[config.mk]
export PLATFORM = sky130hd
export DESIGN_NAME = uart_rx
export DESIGN_NICKNAME = d
export VERILOG_FILES = /design/src/rtl/uart_rx.sv
export SDC_FILE = /design/constraint.sdc
export NUM_CORES = 1
export LEC_CHECK = 0
export ABC_AREA = 1
export ABC_CLOCK_PERIOD_IN_PS = 2200
export BUFFER_PORTS_ARGS = -buffer_cell sky130_fd_sc_hd__buf_4
export CELL_PAD_IN_SITES_DETAIL_PLACEMENT = 1
export CELL_PAD_IN_SITES_GLOBAL_PLACEMENT = 2
export CORE_ASPECT_RATIO = 0.5
export CORE_UTILIZATION = 34
export DETAILED_ROUTE_END_ITERATION = 8
export HOLD_SLACK_MARGIN = 0.03
export PLACE_DENSITY_LB_ADDON = 0.1
export SKIP_CTS_REPAIR_TIMING = 1
export SYNTH_ARGS = -nofsm -noshare
export SYNTH_HDL_FRONTEND = slang
export SYNTH_SLANG_ARGS = --single-unit
[constraint.sdc]
create_clock -name clk -period 2.2 [get_ports clk]
set_clock_uncertainty 0.15 [all_clocks]
set_input_delay 0.22 -clock clk [delete_from_list [all_inputs] [get_ports clk]]
set_output_delay 0.22 -clock clk [all_outputs]
set_load 0.05 [all_outputs]
[src/rtl/uart_rx.sv]
// UART receiver: 2-flop synchroniser, mid-bit sampling of LSB-first frames,
// optional parity, one stop bit, and one-cycle valid/error strobes.
module uart_rx #(
    parameter int CLKS_PER_BIT = 5208,
    parameter int DATA_WIDTH   = 8,
    parameter int PARITY_EN    = 0,
    parameter int PARITY_TYPE  = 0
) (
    input  logic                  clk,
    input  logic                  rst,
    input  logic                  rx_in,
    output logic [DATA_WIDTH-1:0] p_data,
    output logic                  data_valid,
    output logic                  frame_err,
    output logic                  par_err,
    output logic                  busy
);

    localparam int CW = (CLKS_PER_BIT > 1) ? $clog2(CLKS_PER_BIT) : 1;
    localparam int BW = $clog2(DATA_WIDTH + 1);
    localparam int HALF = CLKS_PER_BIT / 2;

    localparam logic [CW-1:0] CYC_LAST  = CW'(CLKS_PER_BIT - 1);
    localparam logic [CW-1:0] CYC_HALF  = CW'(HALF - 1);
    localparam logic [BW-1:0] BIT_LAST  = BW'(DATA_WIDTH - 1);
    localparam logic          PAR_ODD   = 1'(PARITY_TYPE);
    localparam logic          HAS_PAR   = (PARITY_EN != 0);

    typedef enum logic [2:0] {
        IDLE,
        START,
        DATA,
        PARITY,
        STOP,
        BREAK
    } state_t;

    state_t                state, state_nxt;
    logic                  sync1, rx_s;
    logic [CW-1:0]         cyc_cnt, cyc_nxt;
    logic [BW-1:0]         bit_cnt, bit_nxt;
    logic [DATA_WIDTH-1:0] shreg, sh_nxt;
    logic                  par_bad, pbad_nxt;
    logic [DATA_WIDTH-1:0] pdata_nxt;
    logic                  dv_nxt, fe_nxt, pe_nxt;

    always_ff @(posedge clk) begin
        if (!rst) begin
            state      <= IDLE;
            sync1      <= 1'b1;
            rx_s       <= 1'b1;
            cyc_cnt    <= '0;
            bit_cnt    <= '0;
            shreg      <= '0;
            par_bad    <= 1'b0;
            p_data     <= '0;
            data_valid <= 1'b0;
            frame_err  <= 1'b0;
            par_err    <= 1'b0;
        end else begin
            state      <= state_nxt;
            sync1      <= rx_in;
            rx_s       <= sync1;
            cyc_cnt    <= cyc_nxt;
            bit_cnt    <= bit_nxt;
            shreg      <= sh_nxt;
            par_bad    <= pbad_nxt;
            p_data     <= pdata_nxt;
            data_valid <= dv_nxt;
            frame_err  <= fe_nxt;
            par_err    <= pe_nxt;
        end
    end

    always_comb begin
        state_nxt = state;
        cyc_nxt   = cyc_cnt;
        bit_nxt   = bit_cnt;
        sh_nxt    = shreg;
        pbad_nxt  = par_bad;
        pdata_nxt = p_data;
        dv_nxt    = 1'b0;
        fe_nxt    = 1'b0;
        pe_nxt    = 1'b0;

        case (state)
            IDLE: begin
                cyc_nxt  = '0;
                bit_nxt  = '0;
                pbad_nxt = 1'b0;
                if (!rx_s) state_nxt = START;
            end
            START: begin
                // A start bit must still be low at its midpoint, else it was a glitch.
                if (cyc_cnt == CYC_HALF) begin
                    cyc_nxt   = '0;
                    bit_nxt   = '0;
                    state_nxt = rx_s ? IDLE : DATA;
                end else begin
                    cyc_nxt = cyc_cnt + 1'b1;
                end
            end
            DATA: begin
                if (cyc_cnt == CYC_LAST) begin
                    cyc_nxt = '0;
                    sh_nxt  = {rx_s, shreg[DATA_WIDTH-1:1]};
                    bit_nxt = bit_cnt + 1'b1;
                    if (bit_cnt == BIT_LAST) state_nxt = HAS_PAR ? PARITY : STOP;
                end else begin
                    cyc_nxt = cyc_cnt + 1'b1;
                end
            end
            PARITY: begin
                if (cyc_cnt == CYC_LAST) begin
                    cyc_nxt   = '0;
                    pbad_nxt  = rx_s ^ (^shreg) ^ PAR_ODD;
                    state_nxt = STOP;
                end else begin
                    cyc_nxt = cyc_cnt + 1'b1;
                end
            end
            STOP: begin
                // Leaving at mid-stop gives half a bit of margin for the next start edge.
                if (cyc_cnt == CYC_LAST) begin
                    cyc_nxt = '0;
                    if (rx_s) begin
                        state_nxt = IDLE;
                        if (par_bad) begin
                            pe_nxt = 1'b1;
                        end else begin
                            pdata_nxt = shreg;
                            dv_nxt    = 1'b1;
                        end
                    end else begin
                        fe_nxt    = 1'b1;
                        state_nxt = BREAK;
                    end
                end else begin
                    cyc_nxt = cyc_cnt + 1'b1;
                end
            end
            BREAK: begin
                if (rx_s) state_nxt = IDLE;
            end
            default: state_nxt = IDLE;
        endcase
    end

    assign busy = (state != IDLE);

endmodule
; ---- Word level (Yosys, flattened, before mapping)
; Index checks and enable logic that the tools add are counted.
[word_totals]
elab_cells = 65
inputBits = 3
regBits = 42
[classes]
eq_ne = 15
muxes = 21
n_reduce_logical = 14
bitwise_logic = 2
n_addsub = 2
[op_table]
columns = cell, count
row1 = $pmux 13 s3, 1
row2 = $mux 13, 2
row3 = $mux 3, 8
row4 = $pmux 3 s6, 1
row5 = $ne 2x2->1 const B, 7
row6 = $add 13x1->13 const B, 1
row7 = $eq 13x12->1 const B, 1
row8 = $eq 13x13->1 const B, 1
row9 = $pmux 4 s3, 1
row10 = $reduce_bool 3->1, 3
row11 = $mux 4, 2
row12 = $reduce_and 4->1, 2
row13 = $reduce_xor 8->1, 1
row14 = $reduce_and 7->1, 1
row15 = $eq 3x2->1 const B, 2
row16 = $eq 3x3->1 const B, 2
row17 = $reduce_and 3->1, 2
row18 = $add 4x1->4 const B, 1
row19 = $eq 4x3->1 const B, 1
row20 = $mux 1, 4
row21 = $reduce_and 2->1, 2
row22 = $eq 3x1->1 const B, 1
row23 = $logic_not 3->1, 1
row24 = $reduce_or 3->1, 1
row25 = other kinds (5), 5

; ---- Longest topological paths before layout
[depth]
ltp_word = 4
depth_mapped = 11
depth_no_buf = 11

; ---- Least setup slack after synthesis
; No wires, ideal clock.
[synth_timing]
path_type = reg-to-reg
from = reg cyc_cnt[0]
to = reg cyc_cnt[1]
slack_ns = 0.509
path_stages_with_launch = 12
n_path_buf = 1
arrival_ns = 1.431
synth_period_minus_slack_ns = 1.691
path_cell_list = dfxtp_1 > ha_1 > nand2_2 > nor2_4 > nand3_4 > nand2_4 > nand2_4 > buf_6 > nand2_2 > nand2_1 > nand2_1 > inv_1
[synth_via]
elab_chain_len = 3
word_cells_on_any_way = 6
[synth_rtl]
columns = item, line
row1 = "start, declared", 40  ; logic [CW-1:0] cyc_cnt, cyc_nxt;
row2 = "start signal, assigned", 64  ; cyc_cnt <= cyc_nxt;
row3 = $add 13x1->13 (tied with other cells), --
row4 = $mux 13 (on tied branches), --
row5 = $pmux 13 s3 *, 86  ; case (state)
; Mark *: on every way between the ends. The rest lies on a longest branch, timed or not.
; A chain may end at the register's enable or synchronous reset.

; ---- Worst setup path in the final report
[layout_timing]
from = reg cyc_cnt[0]
to = reg shreg[3]
[layout_via]
elab_chain_len = 2
[layout_rtl]
columns = item, line
row1 = $eq 13x13->1, 104  ; if (cyc_cnt == CYC_LAST) begin
row2 = $reduce_and 2->1 (no line), --
row3 = "end signal, assigned", 66  ; shreg <= sh_nxt;
row4 = "end, declared", 42  ; logic [DATA_WIDTH-1:0] shreg, sh_nxt;
; Every way passes these cells.

==> flow_metrics.env <==
export IMPL_peakVddDrop_v=0.000302
export IMPL_crit_fanout=8
export IMPL_firstDrtPassIters=4
export IMPL_synth_seq_cells=42
export IMPL_io_buffers=14
export IMPL_setup_violations=0
export IMPL_yosysWarningCount=0
export IMPL_routed_wl_microns=6060
export IMPL_synth_xor_area_share_pct=1.15
export IMPL_via_per_inst=5.00
export IMPL_yosysTopAreaCellShare_pct=36.9
export IMPL_slew_limit_headroom_pct=40.5
export IMPL_synthCells=336
export IMPL_cpLargestDelayFamily="simple AND/OR/NAND/NOR gates"
export IMPL_grt_max_degree=26
export IMPL_syn_avg_cell_area_sq_um=6.78
export IMPL_fill_cells=813
export IMPL_grt_first_pass_wirelength_microns=9950
export IMPL_htreeDepth=2
export IMPL_worstPathCellList="ha_1 > nand2_2 > nor2_4 > nand3_4 > nor2_1 > nand2_1 > nor2_1 > nor2_1"
export IMPL_drcViolationCount=0
export IMPL_cp_slowest_cell="dfxtp_1"
export IMPL_synth_fa_ha_area_share_pct=1.10
export IMPL_overflow=0
export IMPL_wire_per_inst_microns=13.7
export IMPL_worstSetupPathType="register to register"
export IMPL_synth_area_leaders="dfxtp_1 (37%), nand2_1 (15%), nor2_1 (5.9%)"
export IMPL_root_buffer="clkbuf_16"
export IMPL_yosys_area_share_simple_pct=42.1
export IMPL_core_sq_um=6260
export IMPL_grt_pass1_vias=2155
export IMPL_syn_nets=341
export IMPL_worstPathRequired_ns=2.23
export IMPL_rsz0062_at_grt="no"
export IMPL_worstPathArrival_ns=1.98
export IMPL_clock_sinks=42
export IMPL_fin_crit_ns=1.95
export IMPL_first_iter_violations=102
export IMPL_yosys_mux_area_fraction_pct=0
export IMPL_cts_tree="done"
export IMPL_drv_cap=0
export IMPL_endpoint_kind="register"
export IMPL_ys_types=30
export IMPL_finalCritPeriodShare_pct=88.6
export IMPL_cts_buffers=5
export IMPL_clk_latency_ns=0.29
export IMPL_yosys_area_top_type="dfxtp_1"
export IMPL_dieHeight_microns=59.9
export IMPL_design_area_sq_um=2660
export IMPL_n_antenna_cell=0
export IMPL_worstMarginPinSlew_ns=0.892
export IMPL_synth_compound_area_share_pct=10.4
export IMPL_fin_tns_setup_ns=0
export IMPL_hold_viol_final=0
export IMPL_synth_area_sq_um=2280
export IMPL_syn_to_final_growth_pct=16.6
export IMPL_initial_core_util_pct=36.4
export IMPL_drive_above_1_share_pct=14.6
export IMPL_grt_util_all_layers_pct=18.2
export IMPL_synth_top_family_by_area="simple AND/OR/NAND/NOR gates"
export IMPL_whs_ns=0.130
export IMPL_dp_hpwl_microns=4370
export IMPL_drv_slew=0
export IMPL_cp_start_kind="register"
export IMPL_die_w_microns=118
export IMPL_synth_seq_area_share_pct=36.9
export IMPL_io_pins=15
export IMPL_status="complete, no violations"
export IMPL_antenna_found_initial=0
export IMPL_die_area_sq_um=7060
export IMPL_path_clk_slew_ns=0.06
export IMPL_p_leak_nw=1.13
export IMPL_cts_buffer_depth=2
export IMPL_min_path_type="input pin to register"
export IMPL_placed_area_sq_um=2480
export IMPL_gp_congestion=0.735
export IMPL_cpPeakStageDelay_ns=0.39
export IMPL_final_nets=359
export IMPL_vias=2216
export IMPL_postRouteAntennaNets=0
export IMPL_rows=20
export IMPL_cp_common_cell="nor2_1"
export IMPL_fmax_mhz=513
export IMPL_critPathBufInv=0
export IMPL_power_density_nw_per_um2=683
-- per-stage QoR --
step / util [%] / cells / setup slack [ns] / total power [W]
6_report: 42.5 / 443 / 0.250 / 0.00182
3_3_place_gp: 39.7 / 434 / 0.323 / 0.000972
5_1_grt: 42.5 / 443 / 0.0210 / 0.00189
4_1_cts: 42.3 / 442 / 0.219 / 0.00185
2_1_floorplan: - / 336 / 0.509 / 0.000939
3_5_place_dp: 39.7 / 434 / 0.226 / 0.000980
-- sequential cells by signal, summed over array words and instances (netlist names) --
| signal | count |
|---|---|
| cyc_cnt | 13 |
| p_data | 8 |
| shreg | 8 |
| bit_cnt | 4 |
| state | 3 |
| data_valid | 1 |
| frame_err | 1 |
| par_bad | 1 |
| par_err | 1 |
| rx_s | 1 |
| sync1 | 1 |
-- cell families after synthesis --
family	after synthesis
fa+ha+maj	2
compound gates	46
flops	42
xor+xnor	3
buf+inv	47
simple gates	196
-- placed cells by master, fill, tap and decap left out, types with 3 or more instances in the layout --
cell type and n:
nand2_4 4, inv_1 34, nand2_1 94, nor3_1 6
nor2_4 3, o21ai_1 3, inv_2 5, o21ai_0 14
nand3_1 18, nor2_1 36, nand4_1 21, clkbuf_16 5
buf_4 18, nand2_2 4, dfxtp_1 42, a21oi_1 26
-- synthesized netlist by cell type, drive strengths merged --
master and n:
clkbuf 4, nand4 21, or2 2, nand3 22, nor2 42, buf 4, a21oi 26, xor2 1
a21o 1, o21ai 18, inv 39, nor3 7, dfxtp 42, o22ai 1, nand2 102, ha 2
xnor2 2
-- metal layers --
metal,wire length (microns),up-vias,global-route usage [%]
met5,0,-,0
met4,76,0,7.14
met3,165,7,4.58
met2,2870,21,32.5
met1,2940,1058,21.6
li1,-,1130,-
-- power by group --
part / switching (W) / internal, W
logic: 0.000123 / 0.0000504
clock network: 0.000317 / 0.000536
registers: 0.0000181 / 0.000771
total: 0.000458 / 0.00136
-- cell type report --
class	count	area [sq um]	area share (%)
multi-input cells	247	1250	47.0
flip-flops and latches	42	841	31.6
clock inverters	2	37.5	1.41
repair buffers	19	145	5.46
inverters	39	146	5.51
well taps	88	110	4.14
clock buffers	6	129	4.85
-- tightest hold or removal path, cell delays in order --
cell	delay (ns)
buf_4	0.19
nand2_1	0.09
inv_1	0.03
-- path summary, 6_finish.rpt --
kind,depth (start not counted),to,from,slack (ns)
max,8,shreg[3],cyc_cnt[0],0.25
min,3,cyc_cnt[1],rst,0.13
max reg2reg,8,shreg[3],cyc_cnt[0],0.25
min reg2reg,1,rx_s,sync1,0.27
No activity file was read; power rests on OpenSTA's default activity.
